$ cat src/rtl/ibex_register_file_two_level.sv
// ibex_register_file_two_level: L1 flop window + latent L2 array with posted write buffer
module ibex_register_file_two_level #(
    parameter bit          RV32E     = 1'b0,
    parameter int unsigned DataWidth = 32,
    parameter int unsigned L1Base    = 8,
    parameter int unsigned L1Size    = 8,
    parameter int unsigned L2Latency = 2,
    parameter int unsigned WbDepth   = 4
) (
    input  logic                 clk_i,
    input  logic                 rst_ni,
    input  logic                 instr_new_i,
    input  logic                 ren_a_i,
    input  logic [4:0]           raddr_a_i,
    output logic [DataWidth-1:0] rdata_a_o,
    input  logic                 ren_b_i,
    input  logic [4:0]           raddr_b_i,
    output logic [DataWidth-1:0] rdata_b_o,
    input  logic                 we_a_i,
    input  logic [4:0]           waddr_a_i,
    input  logic [DataWidth-1:0] wdata_a_i,
    output logic                 stall_o,
    output logic [31:0]          l2_miss_o
);
    localparam int unsigned AW      = RV32E ? 4 : 5;
    localparam int unsigned NumRegs = 2 ** AW;
    localparam int unsigned IW      = L1Size > 1 ? $clog2(L1Size) : 1;
    localparam int unsigned PW      = $clog2(WbDepth);
    localparam int unsigned CntW    = $clog2(WbDepth + 1);
    localparam logic [AW:0] L1Lo    = (AW + 1)'(L1Base);
    localparam logic [AW:0] L1Hi    = (AW + 1)'(L1Base + L1Size);

    typedef enum logic [1:0] {IDLE, RD_A, RD_B} state_e;

    state_e                state_q, state_d;
    logic [1:0]            lat_q;
    logic [DataWidth-1:0]  l1_q [L1Size];
    logic [DataWidth-1:0]  l2_q [NumRegs];
    logic [AW-1:0]         wb_addr_q [WbDepth];
    logic [DataWidth-1:0]  wb_data_q [WbDepth];
    logic [CntW-1:0]       wb_cnt_q;
    logic                  valid_a_q, valid_b_q;
    logic [DataWidth-1:0]  buf_a_q, buf_b_q;
    logic [AW-1:0]         ea_a, ea_b, ew;
    logic [DataWidth:0]    lk_a, lk_b;
    logic                  va, vb, miss_a, miss_b, last, cap_a, cap_b, enter;
    logic                  wr_l1, wr_l2, pop, push, wr_buf_a, wr_buf_b;
    logic [PW-1:0]         push_idx;

    function automatic logic is_l1(input logic [AW-1:0] a);
        return {1'b0, a} >= L1Lo && {1'b0, a} < L1Hi;
    endfunction

    function automatic logic [IW-1:0] l1_idx(input logic [AW-1:0] a);
        return IW'(a - L1Lo[AW-1:0]);
    endfunction

    // Zero-latency sources: x0, L1 window, newest matching WB entry; MSB flags a hit
    function automatic logic [DataWidth:0] lookup(input logic [AW-1:0] a);
        logic [DataWidth:0] r;
        r = '0;
        if (a == '0) r = {1'b1, {DataWidth{1'b0}}};
        else if (is_l1(a)) r = {1'b1, l1_q[l1_idx(a)]};
        else
            for (int i = 0; i < WbDepth; i++)
                if (CntW'(i) < wb_cnt_q && wb_addr_q[i] == a) r = {1'b1, wb_data_q[i]};
        return r;
    endfunction

    assign ea_a      = raddr_a_i[AW-1:0];
    assign ea_b      = raddr_b_i[AW-1:0];
    assign ew        = waddr_a_i[AW-1:0];
    assign lk_a      = lookup(ea_a);
    assign lk_b      = lookup(ea_b);
    assign va        = valid_a_q & ~instr_new_i;
    assign vb        = valid_b_q & ~instr_new_i;
    assign miss_a    = ren_a_i & ~lk_a[DataWidth] & ~va;
    assign miss_b    = ren_b_i & ~lk_b[DataWidth] & ~vb;
    assign rdata_a_o = va ? buf_a_q : lk_a[DataWidth-1:0];
    assign rdata_b_o = vb ? buf_b_q : lk_b[DataWidth-1:0];
    assign last      = lat_q == 2'(L2Latency - 1);
    assign wr_l1     = we_a_i & is_l1(ew);
    assign wr_l2     = we_a_i & (ew != '0) & ~is_l1(ew);
    assign pop       = (wb_cnt_q != '0) & (state_q == IDLE) & ~miss_a & ~miss_b;
    assign push      = wr_l2 & ((wb_cnt_q < CntW'(WbDepth)) | pop);
    assign push_idx  = PW'(wb_cnt_q - CntW'(pop));
    assign wr_buf_a  = we_a_i & (ew != '0) & (ew == ea_a) & (cap_a | valid_a_q);
    assign wr_buf_b  = we_a_i & (ew != '0) & (ew == ea_b) & (cap_b | valid_b_q);

    // FSM state, L2 latency counter and saturating L2 access counter
    always_ff @(posedge clk_i) begin
        if (!rst_ni) begin
            state_q   <= IDLE;
            lat_q     <= '0;
            l2_miss_o <= '0;
        end else begin
            state_q   <= state_d;
            lat_q     <= (state_q == IDLE || last) ? '0 : lat_q + 2'd1;
            if (enter && l2_miss_o != '1) l2_miss_o <= l2_miss_o + 32'd1;
        end
    end

    // Next state: serve A first, then B if it still misses after A completes
    always_comb begin
        state_d = (state_q == IDLE) ? (miss_a ? RD_A : miss_b ? RD_B : IDLE)
                : !last ? state_q
                : (state_q == RD_A && miss_b) ? RD_B : IDLE;
    end

    // FSM outputs: capture strobes, L2 access count event and ID stall
    always_comb begin
        cap_a   = (state_q == RD_A) & last;
        cap_b   = (state_q == RD_B) & last;
        enter   = (state_d != IDLE) & (state_d != state_q);
        stall_o = miss_a | miss_b | (state_q != IDLE) | (wb_cnt_q >= CntW'(WbDepth - 1));
    end

    // Storage: L1 writes, WB push/drain into L2, operand buffer capture and update
    always_ff @(posedge clk_i) begin
        if (!rst_ni) begin
            for (int i = 0; i < L1Size; i++) l1_q[i] <= '0;
            for (int i = 0; i < NumRegs; i++) l2_q[i] <= '0;
            for (int i = 0; i < WbDepth; i++) begin
                wb_addr_q[i] <= '0;
                wb_data_q[i] <= '0;
            end
            wb_cnt_q  <= '0;
            valid_a_q <= 1'b0;
            valid_b_q <= 1'b0;
            buf_a_q   <= '0;
            buf_b_q   <= '0;
        end else begin
            if (wr_l1) l1_q[l1_idx(ew)] <= wdata_a_i;
            if (pop) begin
                l2_q[wb_addr_q[0]] <= wb_data_q[0];
                for (int i = 0; i < WbDepth - 1; i++) begin
                    wb_addr_q[i] <= wb_addr_q[i+1];
                    wb_data_q[i] <= wb_data_q[i+1];
                end
            end
            if (push) begin
                wb_addr_q[push_idx] <= ew;
                wb_data_q[push_idx] <= wdata_a_i;
            end
            wb_cnt_q  <= wb_cnt_q + CntW'(push) - CntW'(pop);
            valid_a_q <= (valid_a_q & ~instr_new_i) | cap_a;
            valid_b_q <= (valid_b_q & ~instr_new_i) | cap_b;
            if (cap_a) buf_a_q <= lk_a[DataWidth] ? lk_a[DataWidth-1:0] : l2_q[ea_a];
            if (cap_b) buf_b_q <= lk_b[DataWidth] ? lk_b[DataWidth-1:0] : l2_q[ea_b];
            if (wr_buf_a) buf_a_q <= wdata_a_i;
            if (wr_buf_b) buf_b_q <= wdata_a_i;
        end
    end
endmodule

$ cat config.mk
export PLATFORM = sky130hd
export DESIGN_NAME = ibex_register_file_two_level
export DESIGN_NICKNAME = d
export VERILOG_FILES = /design/src/rtl/ibex_register_file_two_level.sv
export SDC_FILE = /design/constraint.sdc
export NUM_CORES = 2
export LEC_CHECK = 0
export ABC_AREA = 1
export BUFFER_PORTS_ARGS = -buffer_cell sky130_fd_sc_hd__buf_2
export CAP_MARGIN = 20
export CORE_MARGIN = 10
export CORE_UTILIZATION = 40
export DETAILED_ROUTE_END_ITERATION = 6
export HOLD_SLACK_MARGIN = 0.05
export PLACE_DENSITY = 0.55
export RECOVER_POWER = 100
export SLEW_MARGIN = 30
export SYNTH_ARGS = -nofsm -noshare
export SYNTH_HDL_FRONTEND = slang
export SYNTH_SLANG_ARGS = --single-unit
$ cat constraint.sdc
create_clock -name clk_i -period 6 [get_ports clk_i]
set_input_delay 1.2 -clock clk_i [delete_from_list [all_inputs] [get_ports clk_i]]
set_output_delay 1.2 -clock clk_i [all_outputs]
set_load 0.03 [all_outputs]
=== Yosys cells after proc, flatten, opt, wreduce, memory -nomap -nowiden ===
Memories as Yosys holds them, arrays and structs flattened.
Index checks and enable logic that the tools add are counted.
W data, S select, Z words.

* $lt $le $gt $ge: 12
* $add $sub $neg: 8
* Bitwise operators: 43
* Muxes and demuxes: 53
* Reduce and logical (&&, ||, !) cells: 28
* Equal/unequal tests: 15

{| class="wikitable"
|+ Operators with widths
! operator !! count
|-
| $mux W32 || 14
|-
| $mux W33 || 12
|-
| $reduce_or A32 Y1 || 3
|-
| $eq A5 B5 Y1 || 10
|-
| $add A32 B1 Y32 const B || 1
|-
| $ne A32 B32 Y1 const B || 1
|-
| $mux W5 || 5
|-
| $and A1 B1 Y1 || 20
|-
| $ge A5 B4 Y1 const B || 3
|-
| $lt A5 B5 Y1 const B || 3
|-
| $mux W1 || 14
|-
| $mux W2 || 7
|-
| $or A1 B1 Y1 || 14
|-
| $logic_and A1 B1 Y1 || 13
|-
| $logic_not A5 Y1 || 2
|-
| $not A1 Y1 || 9
|-
| $sub A3 B1 Y3 const B || 3
|-
| $reduce_bool A2 Y1 || 4
|-
| $lt A1 B3 Y1 const A || 2
|-
| $lt A2 B3 Y1 const A || 2
|-
| $reduce_bool A5 Y1 || 1
|-
| $reduce_or A5 Y1 || 1
|-
| $eq A2 B1 Y1 const B || 2
|-
| $add A3 B1 Y3 || 1
|-
| 12 further kinds || 12
|}

* Memories: 4
* Memory bits (writable): 1428
* Logic and storage cells: 171
* Register bits after elaboration: 105
* Bits of input ports: 53

{| class="wikitable"
|+ Memories
! memory !! words !! width !! read ports !! clocked after Yosys merged registers in !! wr ports !! line !! text
|-
| l2_q || 32 || 32 || 2 || 0 || 32 || 38 || <nowiki>logic [DataWidth-1:0] l2_q [NumRegs];</nowiki>
|-
| l1_q || 8 || 32 || 2 || 0 || 8 || 37 || <nowiki>logic [DataWidth-1:0] l1_q [L1Size];</nowiki>
|-
| wb_data_q || 4 || 32 || 4 || 0 || 4 || 40 || <nowiki>logic [DataWidth-1:0] wb_data_q [WbDepth];</nowiki>
|-
| wb_addr_q || 4 || 5 || 4 || 0 || 4 || 39 || <nowiki>logic [AW-1:0] wb_addr_q [WbDepth];</nowiki>
|}

=== Longest topological paths before layout ===
* Depth in word-level cells: 21
* Gate-level depth with buffers: 22
* Mapped depth without buffers: 20

=== Least setup slack after synthesis ===
OpenSTA, ideal clock, no wires.

* Path kind: input port to flip-flop
* Start: input port raddr_b_i[1]
* End: memory wb_addr_q[1][0] (netlist bit), enable pin
* Path slack: 1.326 ns
* Library setup time: 0.395 ns
* Path buffers: 4
* Arrival time: 4.279 ns
* Data required time: 5.605 ns
* Stages: 21
* Cells stage by stage: buf_4 -> inv_2 -> buf_2 -> nand2_1 -> nand2_1 -> nor2_1 -> nand3_1 -> nand3_1 -> nor2_1 -> nand2_1 -> nand3_2 -> nor2_4 -> ha_1 -> or2_2 -> nand2_1 -> inv_1 -> nor2_1 -> nand4_1 -> buf_2 -> buf_1 -> nand2_1

{| class="wikitable"
|+ RTL lines
! element !! line !! text
|-
| start: declaration || 17 || <nowiki>input logic [4:0] raddr_b_i,</nowiki>
|-
| end: declaration || 39 ||
|}

=== Worst setup path in the final report ===
* Start: input port raddr_b_i[1]
* End: output port rdata_b_o[2]

* Longest elaborated chain between the ends: 9
* Elaborated cells on any way between the ends: 21

{| class="wikitable"
|+ Ends and longest elaborated chain
! element !! line !! text
|-
| branches (longest 7 deep; another with $mem_v2 Z8 W32) || -- ||
|-
| $mux W33 (*) || 62 || <nowiki>if (a == '0) r = {1'b1, {DataWidth{1'b0}}};</nowiki>
|-
| $mux W32 (*) || 80 || <nowiki>assign rdata_b_o = vb ? buf_b_q : lk_b[DataWidth-1:0];</nowiki>
|-
| end: declaration || 18 || <nowiki>output logic [DataWidth-1:0] rdata_b_o,</nowiki>
|}

Every way passes the cells marked *.

==> metrics.cfg <==
[synthesis]
synthSimpleGateAreaFrac_pct = 22.3
synth-edff-count = 1428
ys_warn_count = 0
synth.top_cell.area_share_pct = 49.5
syn_inst = 10937
yosys.area_share.adder_pct = 0.124
syn_nets = 10998
synthFlopType = edfxtp_1
synthesis.area_sq_um = 86600
async_flop_share_pct = 0
synth_xor_xnor_area_share_pct = 0.405
synth_area_per_cell_sq_um = 7.92
synth_mux_area_share_pct = 0
synth_cell_type_count = 38
synth_compound_area_share_pct = 16.9
netlist.top_cell.by_area = edfxtp_1
synth.yosys.seq_area_share_pct = 51.9
synth_top_family_by_area = simple AND/OR/NAND/NOR gates
synthTopCellsByArea = edfxtp_1, nor2_1, o21ai_0
ys_ff_latch = 1533

[pwr]
p_leak_nw = 37.3
power_density_nw_per_um2 = 319
peakVddDrop_mv = 0.354

[clock_tree]
h-tree-depth = 4
root_buffer = clkbuf_16
cts_max_path_buffers = 3
cts_resized = 0
ctsHoldBuffers = 0
postCtsSetupRepairBufs = 0
clock_latency_ns = 0.88
cts_tree = built
cts_buffers = 180
clock-sinks = 1533
clkTransAtPathRegs_ns = 0.06

[sta]
hold_violations = 0
maxSlewViolCount = 390
rsz0062_at_grt = false
fin_crit_ns = 5.96
hold-worst-slack_ns = 0.422
max_freq_ghz = 0.168
skew_ns = 0.0596
slew_headroom_pct = -119
fin_crit_sh_pct = 99.3
fin_tns_setup_ns = 0
tightest_slew_ns = 3.28
setup_viol = 0

[layout]
final_cells = 13629
fillers = 21302
layout_commonest_cell = nor2_1
drive_above_1_share_pct = 6.18
area_delta_synth_final_pct = 10.0
fin_nets = 10690
layout_common_cells = nor2_1, nand2_1, edfxtp_1

[setup_path]
end_kind = output pin
cp_max_fo = 51
crit_slowest_cell = clkbuf_2
required_ns = 4.80
startpoint_type = input port
crit_type = input port to output pin
crit_chain = buf_8, inv_4, clkbuf_2, a21oi_1, o21ai_0, o21ai_0, o21bai_1, nand3_1, o21ai_0, buf_4, clkbuf_2
slowest_delay_ns = 0.73
cp_common_cell = o21ai_0
arrival_ns = 4.76

[grt]
grt_util_all_layers_pct = 31.4
grt_max_degree = 231
grt_pass1_wl_mm = 547
gr-total-overflow = 0
antenna_found_initial = 32
first_global_vias = 75592

[outcome]
violations = max-capacitance violations, max-slew violations
outcome = complete, but fails checks

[die]
boundaryPins = 150
die_y_um = 485
start_util_pct = 40.3
core-area_sq_um = 215000
die_x_um = 485
rows = 170
die_area_sq_um = 236000

[job]
drv_cap = 10

[min_path]
hp-class = flip-flop to flip-flop

[placed_design]
finalWeightedCongestion = 0.996
hpwl_mm = 244
portBuffers = 149
placed_cells = 13284

[routing]
ant_nets = 0
vias = 81832
drtIter0Drc = 12682
avgRoutedWirePerCell_um = 28.5
wirelength_mm = 388
vias_per_cell = 6.00
drtPass1Iterations = 7
drc = 0

-- worst max-delay path: cells and delay by family --
family | cells | cell delay [ns]
compound gates | 5 | 1.63
buf+inv | 5 | 1.62
simple gates | 1 | 0.23
-- flip-flops by register name, indices dropped and copies added, names as in the netlist --
name       flops
wb_cnt_q       3
buf_b_q       32
l1_q         256
wb_data_q    128
valid_a_q      1
l2_q        1024
l2_miss_o     32
valid_b_q      1
wb_addr_q     20
lat_q          2
buf_a_q       32
state_q        2
-- through the flow --
stage | utilization, % | instance area (sq um) | worst slack (ns) | power [W]
floorplan | - | 86600 | 1.33 | 0.0163
global placement | 42.1 | 90500 | 0.360 | 0.0195
detailed placement | 42.1 | 90500 | 0.479 | 0.0196
CTS | 44.7 | 96200 | 0.457 | 0.0303
global route | 44.3 | 95300 | 0.0915 | 0.0311
finish | 44.3 | 95300 | 0.0413 | 0.0304
-- path summary, 6_finish.rpt --
path                               start                   endpoint  slack, ns  cells past startpoint
setup / recovery            raddr_b_i[1]               rdata_b_o[2]       0.04                     11
hold / removal       lat_q[0]$_SDFF_PP0_        lat_q[0]$_SDFF_PP0_       0.42                      1
setup reg to reg  wb_cnt_q[1]$_SDFF_PN0_  l2_q[13][5]$_SDFFCE_PN0P_       0.30                     17
hold reg to reg      lat_q[0]$_SDFF_PP0_        lat_q[0]$_SDFF_PP0_       0.42                      1
-- power breakdown --
| group | switching, W | leakage [nW] | total [W] | internal [W] |
|---|---|---|---|---|
| Sequential | 0.000414 | 15.4 | 0.0128 | 0.0124 |
| Clock | 0.00479 | 2.74 | 0.0108 | 0.00605 |
| Combinational | 0.00547 | 19.1 | 0.00669 | 0.00122 |
| Total | 0.0107 | 37.3 | 0.0304 | 0.0197 |
-- area by class of cell --
cell class              instances  area (sq um)  area share (%)
flip-flops and latches       1533         45000            47.2
multi-input cells            7561         34400            36.1
clock buffers                 240          4860            5.11
well taps                    2838          3550            3.73
repair buffers                478          3370            3.53
inverters                     875          3310            3.47
clock inverters                98           803           0.843
diodes                          6          15.0          0.0158
-- cells by family (layout without fill, tap and decap cells) --
| family | count (synthesis) | count (layout) |
|---|---|---|
| buf+inv | 1843 | 1691 |
| fa+ha+maj | 8 | 8 |
| compound gates | 2772 | 2772 |
| other cells | 0 | 6 |
| flops | 1533 | 1533 |
| simple gates | 4741 | 4741 |
| xor+xnor | 40 | 40 |
-- Yosys cell counts, drive strengths merged (2+ instances only) --
library cell and n:
xor2 34, nor3 28, nand3 656, o211ai 282, buf 270, inv 874, clkbuf 698, nor2 2063
nand4 123, or2 2, xnor2 6, o21bai 29, edfxtp 1428, nand2 1856, nor4 11, a21oi 1069
dfxtp 105, o21ai 1385, ha 7
-- layer usage --
metal	GRT usage [%]	part of all wire [%]	wire [um]
met1	43.2	40	154000
met2	44.5	41	159000
met3	9.15	13	51300
met4	16.5	6.2	23900
met5	0	0.011	44
(Power assumes the default switching activity.)
